**src/rtl/gmux_pkg.sv**
```systemverilog
// Shared types and helpers for the global clock mux select sequencer.
package gmux_pkg;

  typedef enum logic [2:0] {
    ST_INIT     = 3'd0,
    ST_IDLE     = 3'd1,
    ST_GATE_OFF = 3'd2,
    ST_SWITCH   = 3'd3,
    ST_REVERT   = 3'd4,
    ST_GATE_ON  = 3'd5
  } gmux_state_e;

  localparam int SETTLE_W = 8;
  localparam int MAX_SRC  = 16;
  localparam int IDX_W    = 4;

  function automatic logic [MAX_SRC-1:0] onehot_dec(input logic [IDX_W-1:0] idx);
    onehot_dec = {{(MAX_SRC-1){1'b0}}, 1'b1} << idx;
  endfunction

endpackage

```
**src/rtl/gmux_settle_cnt.sv**
```systemverilog
// Saturating settle timer: load arms it, done rises SETTLE_CYC edges after the load edge.
module gmux_settle_cnt
  import gmux_pkg::*;
#(
  parameter int SETTLE_CYC = 4
) (
  input  logic i_clk,
  input  logic i_rst,
  input  logic i_load,
  output logic o_done
);

  localparam logic [SETTLE_W-1:0] LOAD_VAL = SETTLE_W'(SETTLE_CYC - 1);
  localparam logic [SETTLE_W-1:0] ZERO     = {SETTLE_W{1'b0}};
  localparam logic [SETTLE_W-1:0] ONE      = {{(SETTLE_W-1){1'b0}}, 1'b1};

  logic [SETTLE_W-1:0] r_cnt;

  // down-counter, holds at zero once expired
  always_ff @(posedge i_clk) begin
    if (i_rst || i_load) begin
      r_cnt <= LOAD_VAL;
    end else if (r_cnt != ZERO) begin
      r_cnt <= r_cnt - ONE;
    end else begin
      r_cnt <= r_cnt;
    end
  end

  assign o_done = (r_cnt == ZERO);

endmodule

```
**src/rtl/gmux_sel_seq.sv**
```systemverilog
// Handshaked select sequencer for a cascade of global clock muxes:
// gate off, settle, change select, settle, gate on; reverts if the target clock disappears.
module gmux_sel_seq
  import gmux_pkg::*;
#(
  parameter int N_SRC      = 4,
  parameter int SEL_W      = $clog2(N_SRC),
  parameter int SETTLE_CYC = 4,
  parameter int DEF_SRC    = 0
) (
  input  logic             QCK,
  input  logic             QRT,
  input  logic             REQ_VALID,
  input  logic [SEL_W-1:0] REQ_SRC,
  output logic             REQ_READY,
  input  logic [N_SRC-1:0] SRC_ACTIVE,
  output logic [SEL_W-1:0] SEL,
  output logic [N_SRC-1:0] SEL_OH,
  output logic             GATE_EN,
  output logic             BUSY,
  output logic             DONE,
  output logic             ERR
);

  localparam int               N_PAD     = 1 << SEL_W;
  localparam logic [SEL_W-1:0] DEF_SEL   = SEL_W'(DEF_SRC);
  localparam logic [SEL_W:0]   N_SRC_CMP = (SEL_W+1)'(N_SRC);
  localparam logic [N_SRC-1:0] DEF_OH    = {{(N_SRC-1){1'b0}}, 1'b1} << DEF_SRC;

  gmux_state_e         r_state;
  gmux_state_e         w_state_nxt;
  logic [SEL_W-1:0]    r_sel;
  logic [SEL_W-1:0]    w_sel_nxt;
  logic [N_SRC-1:0]    r_sel_oh;
  logic [SEL_W-1:0]    r_tgt;
  logic [SEL_W-1:0]    w_tgt_nxt;
  logic [SEL_W-1:0]    r_prev;
  logic [SEL_W-1:0]    w_prev_nxt;
  logic                r_gate_en;
  logic                w_gate_nxt;
  logic                r_ready;
  logic                w_ready_nxt;
  logic                r_busy;
  logic                w_busy_nxt;
  logic                r_done;
  logic                w_done_nxt;
  logic                r_err;
  logic                w_err_nxt;
  logic                w_cnt_load;
  logic                w_cnt_done;
  logic [N_PAD-1:0]    w_act_pad;
  logic [IDX_W-1:0]    w_idx;
  logic [MAX_SRC-1:0]  w_oh_full;
  logic                w_unused_oh;
  logic                w_req_oob;
  logic                w_req_act;
  logic                w_tgt_act;
  logic                w_accept;

  gmux_settle_cnt #(
    .SETTLE_CYC (SETTLE_CYC)
  ) u_settle (
    .i_clk  (QCK),
    .i_rst  (QRT),
    .i_load (w_cnt_load),
    .o_done (w_cnt_done)
  );

  // pad the status vector to the full index range so any REQ_SRC indexes safely
  always_comb begin
    w_act_pad              = {N_PAD{1'b0}};
    w_act_pad[N_SRC-1:0]   = SRC_ACTIVE;
  end

  assign w_req_oob = ({1'b0, REQ_SRC} >= N_SRC_CMP);
  assign w_req_act = w_act_pad[REQ_SRC];
  assign w_tgt_act = w_act_pad[r_tgt];
  assign w_accept  = REQ_VALID && r_ready;

  // next-state and next-output decode
  always_comb begin
    w_state_nxt = r_state;
    w_sel_nxt   = r_sel;
    w_tgt_nxt   = r_tgt;
    w_prev_nxt  = r_prev;
    w_gate_nxt  = r_gate_en;
    w_ready_nxt = r_ready;
    w_busy_nxt  = r_busy;
    w_done_nxt  = 1'b0;
    w_err_nxt   = 1'b0;
    w_cnt_load  = 1'b0;
    case (r_state)
      ST_INIT: begin
        if (w_cnt_done) begin
          w_state_nxt = ST_IDLE;
          w_gate_nxt  = 1'b1;
          w_ready_nxt = 1'b1;
          w_busy_nxt  = 1'b0;
        end else begin
          w_state_nxt = ST_INIT;
        end
      end
      // GATE_ON is the first idle cycle after a completed switch and accepts requests
      ST_IDLE, ST_GATE_ON: begin
        w_state_nxt = ST_IDLE;
        if (w_accept) begin
          if (w_req_oob) begin
            w_err_nxt = 1'b1;
          end else if (!w_req_act) begin
            w_err_nxt = 1'b1;
          end else if (REQ_SRC == r_sel) begin
            w_done_nxt = 1'b1;
          end else begin
            w_tgt_nxt   = REQ_SRC;
            w_prev_nxt  = r_sel;
            w_state_nxt = ST_GATE_OFF;
            w_gate_nxt  = 1'b0;
            w_ready_nxt = 1'b0;
            w_busy_nxt  = 1'b1;
            w_cnt_load  = 1'b1;
          end
        end else begin
          w_cnt_load = 1'b0;
        end
      end
      ST_GATE_OFF: begin
        if (w_cnt_done) begin
          w_state_nxt = ST_SWITCH;
          w_sel_nxt   = r_tgt;
          w_cnt_load  = 1'b1;
        end else begin
          w_state_nxt = ST_GATE_OFF;
        end
      end
      ST_SWITCH: begin
        if (!w_tgt_act) begin
          w_state_nxt = ST_REVERT;
          w_sel_nxt   = r_prev;
          w_cnt_load  = 1'b1;
        end else if (w_cnt_done) begin
          w_state_nxt = ST_GATE_ON;
          w_gate_nxt  = 1'b1;
          w_done_nxt  = 1'b1;
          w_ready_nxt = 1'b1;
          w_busy_nxt  = 1'b0;
        end else begin
          w_state_nxt = ST_SWITCH;
        end
      end
      ST_REVERT: begin
        if (w_cnt_done) begin
          w_state_nxt = ST_IDLE;
          w_gate_nxt  = 1'b1;
          w_err_nxt   = 1'b1;
          w_ready_nxt = 1'b1;
          w_busy_nxt  = 1'b0;
        end else begin
          w_state_nxt = ST_REVERT;
        end
      end
      default: begin
        w_state_nxt = ST_INIT;
        w_gate_nxt  = 1'b0;
        w_ready_nxt = 1'b0;
        w_busy_nxt  = 1'b1;
        w_cnt_load  = 1'b1;
      end
    endcase
  end

  // decode the next select so SEL and SEL_OH update on the same edge
  always_comb begin
    w_idx               = {IDX_W{1'b0}};
    w_idx[SEL_W-1:0]    = w_sel_nxt;
  end

  assign w_oh_full   = onehot_dec(w_idx);
  assign w_unused_oh = ^w_oh_full;

  // state and output registers
  always_ff @(posedge QCK) begin
    if (QRT) begin
      r_state   <= ST_INIT;
      r_sel     <= DEF_SEL;
      r_sel_oh  <= DEF_OH;
      r_tgt     <= DEF_SEL;
      r_prev    <= DEF_SEL;
      r_gate_en <= 1'b0;
      r_ready   <= 1'b0;
      r_busy    <= 1'b1;
      r_done    <= 1'b0;
      r_err     <= 1'b0;
    end else begin
      r_state   <= w_state_nxt;
      r_sel     <= w_sel_nxt;
      r_sel_oh  <= w_oh_full[N_SRC-1:0];
      r_tgt     <= w_tgt_nxt;
      r_prev    <= w_prev_nxt;
      r_gate_en <= w_gate_nxt;
      r_ready   <= w_ready_nxt;
      r_busy    <= w_busy_nxt;
      r_done    <= w_done_nxt;
      r_err     <= w_err_nxt;
    end
  end

  assign REQ_READY = r_ready;
  assign SEL       = r_sel;
  assign SEL_OH    = r_sel_oh;
  assign GATE_EN   = r_gate_en;
  assign BUSY      = r_busy;
  assign DONE      = r_done;
  assign ERR       = r_err;

endmodule

```
**config.mk**
```make
export PLATFORM = sky130hd
export DESIGN_NAME = gmux_sel_seq
export DESIGN_NICKNAME = d
export VERILOG_FILES = /design/src/rtl/gmux_pkg.sv /design/src/rtl/gmux_settle_cnt.sv /design/src/rtl/gmux_sel_seq.sv
export SDC_FILE = /design/constraint.sdc
export NUM_CORES = 1
export LEC_CHECK = 0
export CAP_MARGIN = 20
export CORE_MARGIN = 2
export CORE_UTILIZATION = 51
export DETAILED_ROUTE_END_ITERATION = 6
export PLACE_DENSITY = 0.84
export SETUP_SLACK_MARGIN = 0.1
export SYNTH_ARGS = -nofsm -noshare
export SYNTH_HDL_FRONTEND = slang
export SYNTH_SLANG_ARGS = --single-unit
```
**constraint.sdc**
```tcl
create_clock -name QCK -period 2.93 [get_ports QCK]
set_clock_uncertainty 0.2 [all_clocks]
set_input_delay 0.879 -clock QCK [delete_from_list [all_inputs] [get_ports QCK]]
set_output_delay 0.879 -clock QCK [all_outputs]
set_load 0.1 [all_outputs]
```
==> results of run 1 <==
==> per-stage QoR <==
step / std cells / util [%] / total power [mW]
after floorplan: 124 / - / 0.567
after global placement: 177 / 65.2 / 0.628
after detailed placement: 177 / 65.2 / 0.636
after CTS: 181 / 67.6 / 0.882
after global routing: 181 / 68.1 / 0.928
final: 181 / 68.1 / 0.886
==> state kept, by name, indices dropped and copies added (netlist names) <==
signal / cells
ERR: 1
REQ_READY: 1
DONE: 1
SEL: 2
BUSY: 1
SEL_OH: 4
r_state: 3
r_prev: 2
GATE_EN: 1
r_tgt: 2
u_settle.r_cnt: 8
==> power groups by stage <==
stage               Combinational (mW)  Sequential, mW  Clock (mW)
detailed placement               0.216           0.420           0
global route                     0.242           0.417       0.268
floorplan                        0.109           0.459           0
global placement                 0.209           0.419           0
finish                           0.221           0.414       0.251
CTS                              0.218           0.413       0.252
==> cell families after synthesis <==
| logic type | after synthesis | share of synthesized area, % |
|---|---|---|
| and+or+nand+nor | 50 | 23.3 |
| DFF | 26 | 44.1 |
| AOI/OAI and AO/OA | 22 | 13.9 |
| buffers and inverters | 9 | 2.86 |
| xor gates and xnor gates | 8 | 5.93 |
| muxes | 8 | 8.90 |
| adders and majority gates | 1 | 1.06 |
==> layout by cell type, fill, tap and decap left out, types with 4 or more instances in the layout <==
master                            instances
sky130_fd_sc_hd__nand2_1                  6
sky130_fd_sc_hd__mux2i_1                  6
sky130_fd_sc_hd__nor3_1                   4
sky130_fd_sc_hd__inv_1                    8
sky130_fd_sc_hd__dfxtp_1                 26
sky130_fd_sc_hd__a21oi_1                  7
sky130_fd_sc_hd__xor2_1                   4
sky130_fd_sc_hd__xnor2_1                  4
sky130_fd_sc_hd__clkdlybuf4s50_1          8
sky130_fd_sc_hd__nor3b_1                  4
sky130_fd_sc_hd__buf_4                   18
sky130_fd_sc_hd__nor2_1                  18
==> layout make-up <==
cell class / count / area, µm² / share of cell area (%)
Timing Repair Buffer: 26 / 215 / 14.4
Sequential cell: 26 / 520 / 34.9
Inverter: 8 / 30.0 / 2.01
Clock inverter: 1 / 30.0 / 2.01
Clock buffer: 3 / 22.5 / 1.51
Multi-Input combinational cell: 89 / 638 / 42.8
Tap cell: 28 / 35.0 / 2.35
==> how the worst max path moves through the flow <==
stage / startpoint / to / slack, ps / depth (start not counted)
after floorplan: SRC_ACTIVE[3] / SEL_OH[2] / 370 / 4
after global placement: SRC_ACTIVE[3] / SEL_OH[2] / -50 / 5
after detailed placement: SRC_ACTIVE[3] / SEL_OH[1] / -120 / 5
after CTS: SRC_ACTIVE[3] / SEL_OH[1] / 210 / 5
after global routing: SRC_ACTIVE[1] / SEL_OH[0] / 160 / 6
final: SRC_ACTIVE[3] / SEL_OH[0] / 180 / 6
==> critical path: stages <==
cell,delay [ps]
sky130_fd_sc_hd__clkdlybuf4s50_1,410
sky130_fd_sc_hd__mux4_2,490
sky130_fd_sc_hd__buf_4,180
sky130_fd_sc_hd__nor4b_1,520
sky130_fd_sc_hd__a221oi_4,80
sky130_fd_sc_hd__a21o_2,240
==> repair_timing <==
item	4_1_cts	5_1_grt
endpoints found under the setup margin	0	1
resized for setup	0	1
hold buffers	0	0
==> layer usage <==
layer	global-route usage, %	vias to the layer above
li1	-	505
met1	28.1	502
met2	36.7	30
met3	2.59	5
met4	7.89	0
met5	0	-
==> results.json, run 1 <==
{
  "residual_antenna_violating_net_count_after_detailed_routing": 0,
  "synth.avg_cell_area_um2": 9.53,
  "remaining_global_route_overflow": 0,
  "r2r_cells": 6,
  "setup-tns-final_ps": 0,
  "worst_hold_startpoint": "GATE_EN",
  "max_cap_viols": 0,
  "die_x_um": 52.1,
  "power.sequential.fraction_pct": 46.7,
  "drt_iter0_drc": 46,
  "syn-instance-count": 124,
  "drt_pass1_iterations": 4,
  "rsz0062_at_grt": "false",
  "min_path_type": "reg2reg",
  "outcome": "finished clean",
  "layout.cell_area.non_filler_mm2": 0.00149,
  "synth-edff-count": 0,
  "dp.final_hpwl_um": 1960,
  "cts_tree": "yes",
  "power.share.switching_pct": 31.2,
  "layout_cell_share_with_drive_strength_beyond_1_pct": 20.9,
  "p_leak_nw": 0.622,
  "met1_wl_um": 1230,
  "type_of_destination_of_the_critical_path": "register",
  "internal-power_uw": 609,
  "viasPerCell": 5.76,
  "synth-warning-count": 0,
  "detail_route.wl_per_cell_um": 14.7,
  "num_rows": 17,
  "synth-async-reset-ratio_pct": 0,
  "crit_path_start_kind": "input port",
  "max-vdd-ir-drop_mv": 0.557,
  "ys_top_cells_by_count": "26 x sky130_fd_sc_hd__dfxtp_1, 18 x sky130_fd_sc_hd__nor2_1, 8 x sky130_fd_sc_hd__inv_1",
  "root_buffer": "sky130_fd_sc_hd__clkbuf_4",
  "inserted_diodes": 0,
  "clock-sinks": 26,
  "starting_density_of_the_core_pct": 53.9,
  "dominant_cells_by_area_after_synthesis": "sky130_fd_sc_hd__dfxtp_1 44%, sky130_fd_sc_hd__nor2_1 5.7%, sky130_fd_sc_hd__mux2i_1 5.1%",
  "top_layer_used": "met4",
  "boundaryPins": 20,
  "post_cts_buffers": 0,
  "postPlaceCellArea_mm2": 0.00143,
  "power.density_cell_area_mw_per_mm2": 594,
  "totalWireLength_um": 2650,
  "dr_wl_met2_um": 1300,
  "drcViolationCount": 0,
  "vias": 1042,
  "layout_worst_path_cycle_share_pct": 93.9,
  "met3_wirelength_um": 89,
  "regToRegEndpoint": "BUSY",
  "post-synth-top-area-cell": "sky130_fd_sc_hd__dfxtp_1",
  "seq_area_frac_synth_pct": 44.1,
  "sw_pwr_uw": 277,
  "area_share_of_the_largest_cell_type_after_synthesis_pct": 44.1,
  "r2r_start": "u_settle.r_cnt[1]",
  "hold_violations": 0,
  "grt_antenna_before_repair": 0,
  "ys_ff_latch": 26,
  "relative_contribution_of_the_clock_network_to_total_power_pct": 28.3,
  "r2r_slack_ps": 430,
  "synth_ff_type": "sky130_fd_sc_hd__dfxtp_1",
  "synth_cell_type_count": 34,
  "buffers_from_clock_root_to_sink_at_most": 2,
  "clk_pin_slew_ps": 140,
  "synth_nets": 134,
  "port-buffer-count": 19,
  "num-fill-cells": 153,
  "layout.nets": 164,
  "combinationalPowerShare_pct": 25.0,
  "preCtsSetupSlack_ps": -116,
  "tritoncts.num_buffers": 3,
  "critPathMaxFanout": 6,
  "via_count_of_the_first_global_routing_pass": 1006,
  "grt_first_pass_wirelength_um": 4410,
  "syn-cell-area_mm2": 0.00118,
  "chipHeight_um": 52.1,
  "worstSetupPathType": "in2reg",
  "tightest_slew_ps": 659,
  "largest_net_degree_at_the_start_of_global_routing": 16,
  "dieArea_mm2": 0.00272,
  "finalHoldWorstSlack_ps": 262,
  "gpl.final_weighted_congestion": 0.892,
  "cp_data_arrival_time_ps": 2800,
  "maxSlewHeadroom_pct": 56.0,
  "post-synth-top-count-cell": "sky130_fd_sc_hd__dfxtp_1",
  "holdPathEnd": "GATE_EN",
  "drv_slew": 0,
  "clk_latency_ps": 330,
  "cp_data_required_time_ps": 2970,
  "timing.fmax_mhz": 363,
  "htree_levels": 1,
  "min_period_ps": 2750,
  "timing.final.setup_violations": 0,
  "core_area_mm2": 0.00219,
  "final.setup.worst_slack_ps": 179,
  "grt_use_total_pct": 21.7,
  "area.growth.synth_to_final_pct": 26.3,
  "holdPathStages": 2
}
Note: power is estimated with default switching activity, not from simulation.
==> run 2, diff against run 1 <==
--- a/config.mk
+++ b/config.mk
@@ -6,7 +6,6 @@
 export NUM_CORES = 1
 export LEC_CHECK = 0
 export CAP_MARGIN = 20
-export CORE_MARGIN = 2
 export CORE_UTILIZATION = 51
 export DETAILED_ROUTE_END_ITERATION = 6
 export PLACE_DENSITY = 0.84
@@ -14,3 +13,4 @@
 export SYNTH_ARGS = -nofsm -noshare
 export SYNTH_HDL_FRONTEND = slang
 export SYNTH_SLANG_ARGS = --single-unit
+export TNS_END_PERCENT = 30
==> results.json, run 2 (synthesis results as in run 1) <==
{
  "holdPathEnd": "GATE_EN",
  "port-buffer-count": 19,
  "max_cap_viols": 0,
  "r2r_cells": 6,
  "drv_slew": 0,
  "layout_cell_share_with_drive_strength_beyond_1_pct": 20.9,
  "min_path_type": "reg2reg",
  "worst_hold_startpoint": "GATE_EN",
  "area.growth.synth_to_final_pct": 23.9,
  "largest_reg_flops": 8,
  "r2r_slack_ps": 430,
  "dieArea_mm2": 0.00251,
  "cts_repair_resize_count": 0,
  "timing.fmax_mhz": 370,
  "grt_most_used_layer": "met2",
  "clk_latency_ps": 330,
  "r2r_start": "u_settle.r_cnt[0]",
  "grt_use_total_pct": 23.1,
  "clk_pin_slew_ps": 140,
  "global_route.usage.met1_pct": 29.0,
  "multi_input_comb_area_um2": 627,
  "dp.final_hpwl_um": 1980,
  "gr-usage-met3_pct": 3.70,
  "chipHeight_um": 50.1,
  "cts_hold_buf": 0,
  "critPathMaxFanout": 5,
  "num-fill-cells": 172,
  "viasPerCell": 5.71,
  "gpl.final_weighted_congestion": 0.878,
  "maxSlewHeadroom_pct": 52.9,
  "max-vdd-ir-drop_mv": 0.411,
  "met2_usage_pct": 36.9,
  "power.density_cell_area_mw_per_mm2": 558,
  "worst-path-buf-inv": 1,
  "buffers_from_clock_root_to_sink_at_most": 2,
  "rsz0062_at_grt": "false",
  "grt_antenna_before_repair": 0,
  "crit_path_start_kind": "input port",
  "inserted_diodes": 0,
  "p_leak_nw": 0.615,
  "post_cts_buffers": 0,
  "via_count_of_the_first_global_routing_pass": 978,
  "detail_route.wl_per_cell_um": 14.2,
  "layout.nets": 164,
  "setup-tns-final_ps": 0,
  "worstSetupPathType": "in2reg",
  "boundaryPins": 20,
  "clock-sinks": 26,
  "root_buffer": "sky130_fd_sc_hd__clkbuf_4",
  "timing.final.setup_violations": 0,
  "type_of_destination_of_the_critical_path": "register",
  "regToRegEndpoint": "BUSY",
  "mostFrequentLayoutCells": "26 x sky130_fd_sc_hd__dfxtp_1, 18 x sky130_fd_sc_hd__nor2_1, 18 x sky130_fd_sc_hd__buf_4",
  "critical_path.cell_chain": "clkdlybuf4s50_1 > mux4_2 > or3_4 > a221oi_2 > nor3b_1",
  "holdPathStages": 2,
  "tightest_slew_ps": 706,
  "htree_levels": 1,
  "largest_net_degree_at_the_start_of_global_routing": 15,
  "cp_data_required_time_ps": 2990,
  "layout_commonest_cell": "sky130_fd_sc_hd__dfxtp_1",
  "die_x_um": 50.1,
  "remaining_global_route_overflow": 0,
  "core_area_mm2": 0.00219,
  "cts_tree": "yes",
  "drcViolationCount": 0,
  "sequential_cell_area_um2": 520,
  "layout_worst_path_cycle_share_pct": 92.3,
  "cp_data_arrival_time_ps": 2770,
  "min_period_ps": 2700,
  "final_core_utilization_pct": 66.8,
  "drt_pass1_iterations": 4,
  "regMostFlops": "u_settle.r_cnt",
  "cp_slowest_cell": "sky130_fd_sc_hd__mux4_2",
  "totalWireLength_um": 2570,
  "tritoncts.num_buffers": 3,
  "drt_iter0_drc": 44,
  "outcome": "finished clean",
  "starting_density_of_the_core_pct": 53.9,
  "num_rows": 17,
  "crit_path_max_incr_delay_ps": 480,
  "vias": 1033,
  "hold_violations": 0,
  "residual_antenna_violating_net_count_after_detailed_routing": 0,
  "timing.critical_path.max_delay_family": "simple AND/OR/NAND/NOR gates",
  "grt_first_pass_wirelength_um": 4310
}
[run 2: cell count changes in the layout (fill, tap and decap cells not counted), sizes merged]
cell and change:
bufinv -1, clkbuf +1
[run 2: stage by stage]
stage	area, µm²	hold slack [ps]	setup WS [ps]	total power, mW	std cells
after floorplan	1180	256	369	0.567	124
after global placement	1430	232	-46.3	0.629	177
after detailed placement	1430	238	-98.8	0.636	177
after CTS	1460	258	227	0.817	181
after global routing	1460	283	130	0.852	181
final	1460	255	225	0.817	181
[run 2: worst max-delay path by stage]
stage	start	end	slack (ps)	cells past startpoint
final	SRC_ACTIVE[1]	SEL_OH[2]	230	5
after global routing	SRC_ACTIVE[1]	SEL_OH[2]	130	5
after CTS	SRC_ACTIVE[1]	SEL_OH[2]	230	5
after detailed placement	SRC_ACTIVE[1]	SEL_OH[1]	-100	5
after global placement	SRC_ACTIVE[3]	SEL_OH[2]	-50	5
after floorplan	SRC_ACTIVE[3]	SEL_OH[2]	370	4
[run 2: area by class of cell]
class | instances | area share, %
multi-input cells | 89 | 42.8
flip-flops and latches | 26 | 35.6
repair buffers | 26 | 14.7
clock buffers | 4 | 2.48
well taps | 28 | 2.39
inverters | 8 | 2.05
[run 2: tightest hold or removal path, stage by stage, from the launching register on]
cell and delay, ps:
sky130_fd_sc_hd__dfxtp_1 340, sky130_fd_sc_hd__inv_1 50, sky130_fd_sc_hd__a21oi_1 50
[run 2: where the power goes]
group,leakage [nW],switching [mW],internal [mW]
clock,0.0210,0.110,0.0762
combinational,0.383,0.129,0.0882
sequential,0.211,0.0304,0.383
total,0.615,0.269,0.547
[run 2: routing by layer]
layer	wire length, µm	vias to the layer above	part of all wire [%]
met5	0	-	0
met4	67	0	2.6
met3	143	8	5.6
met2	1170	43	46
met1	1190	481	46
li1	-	501	-
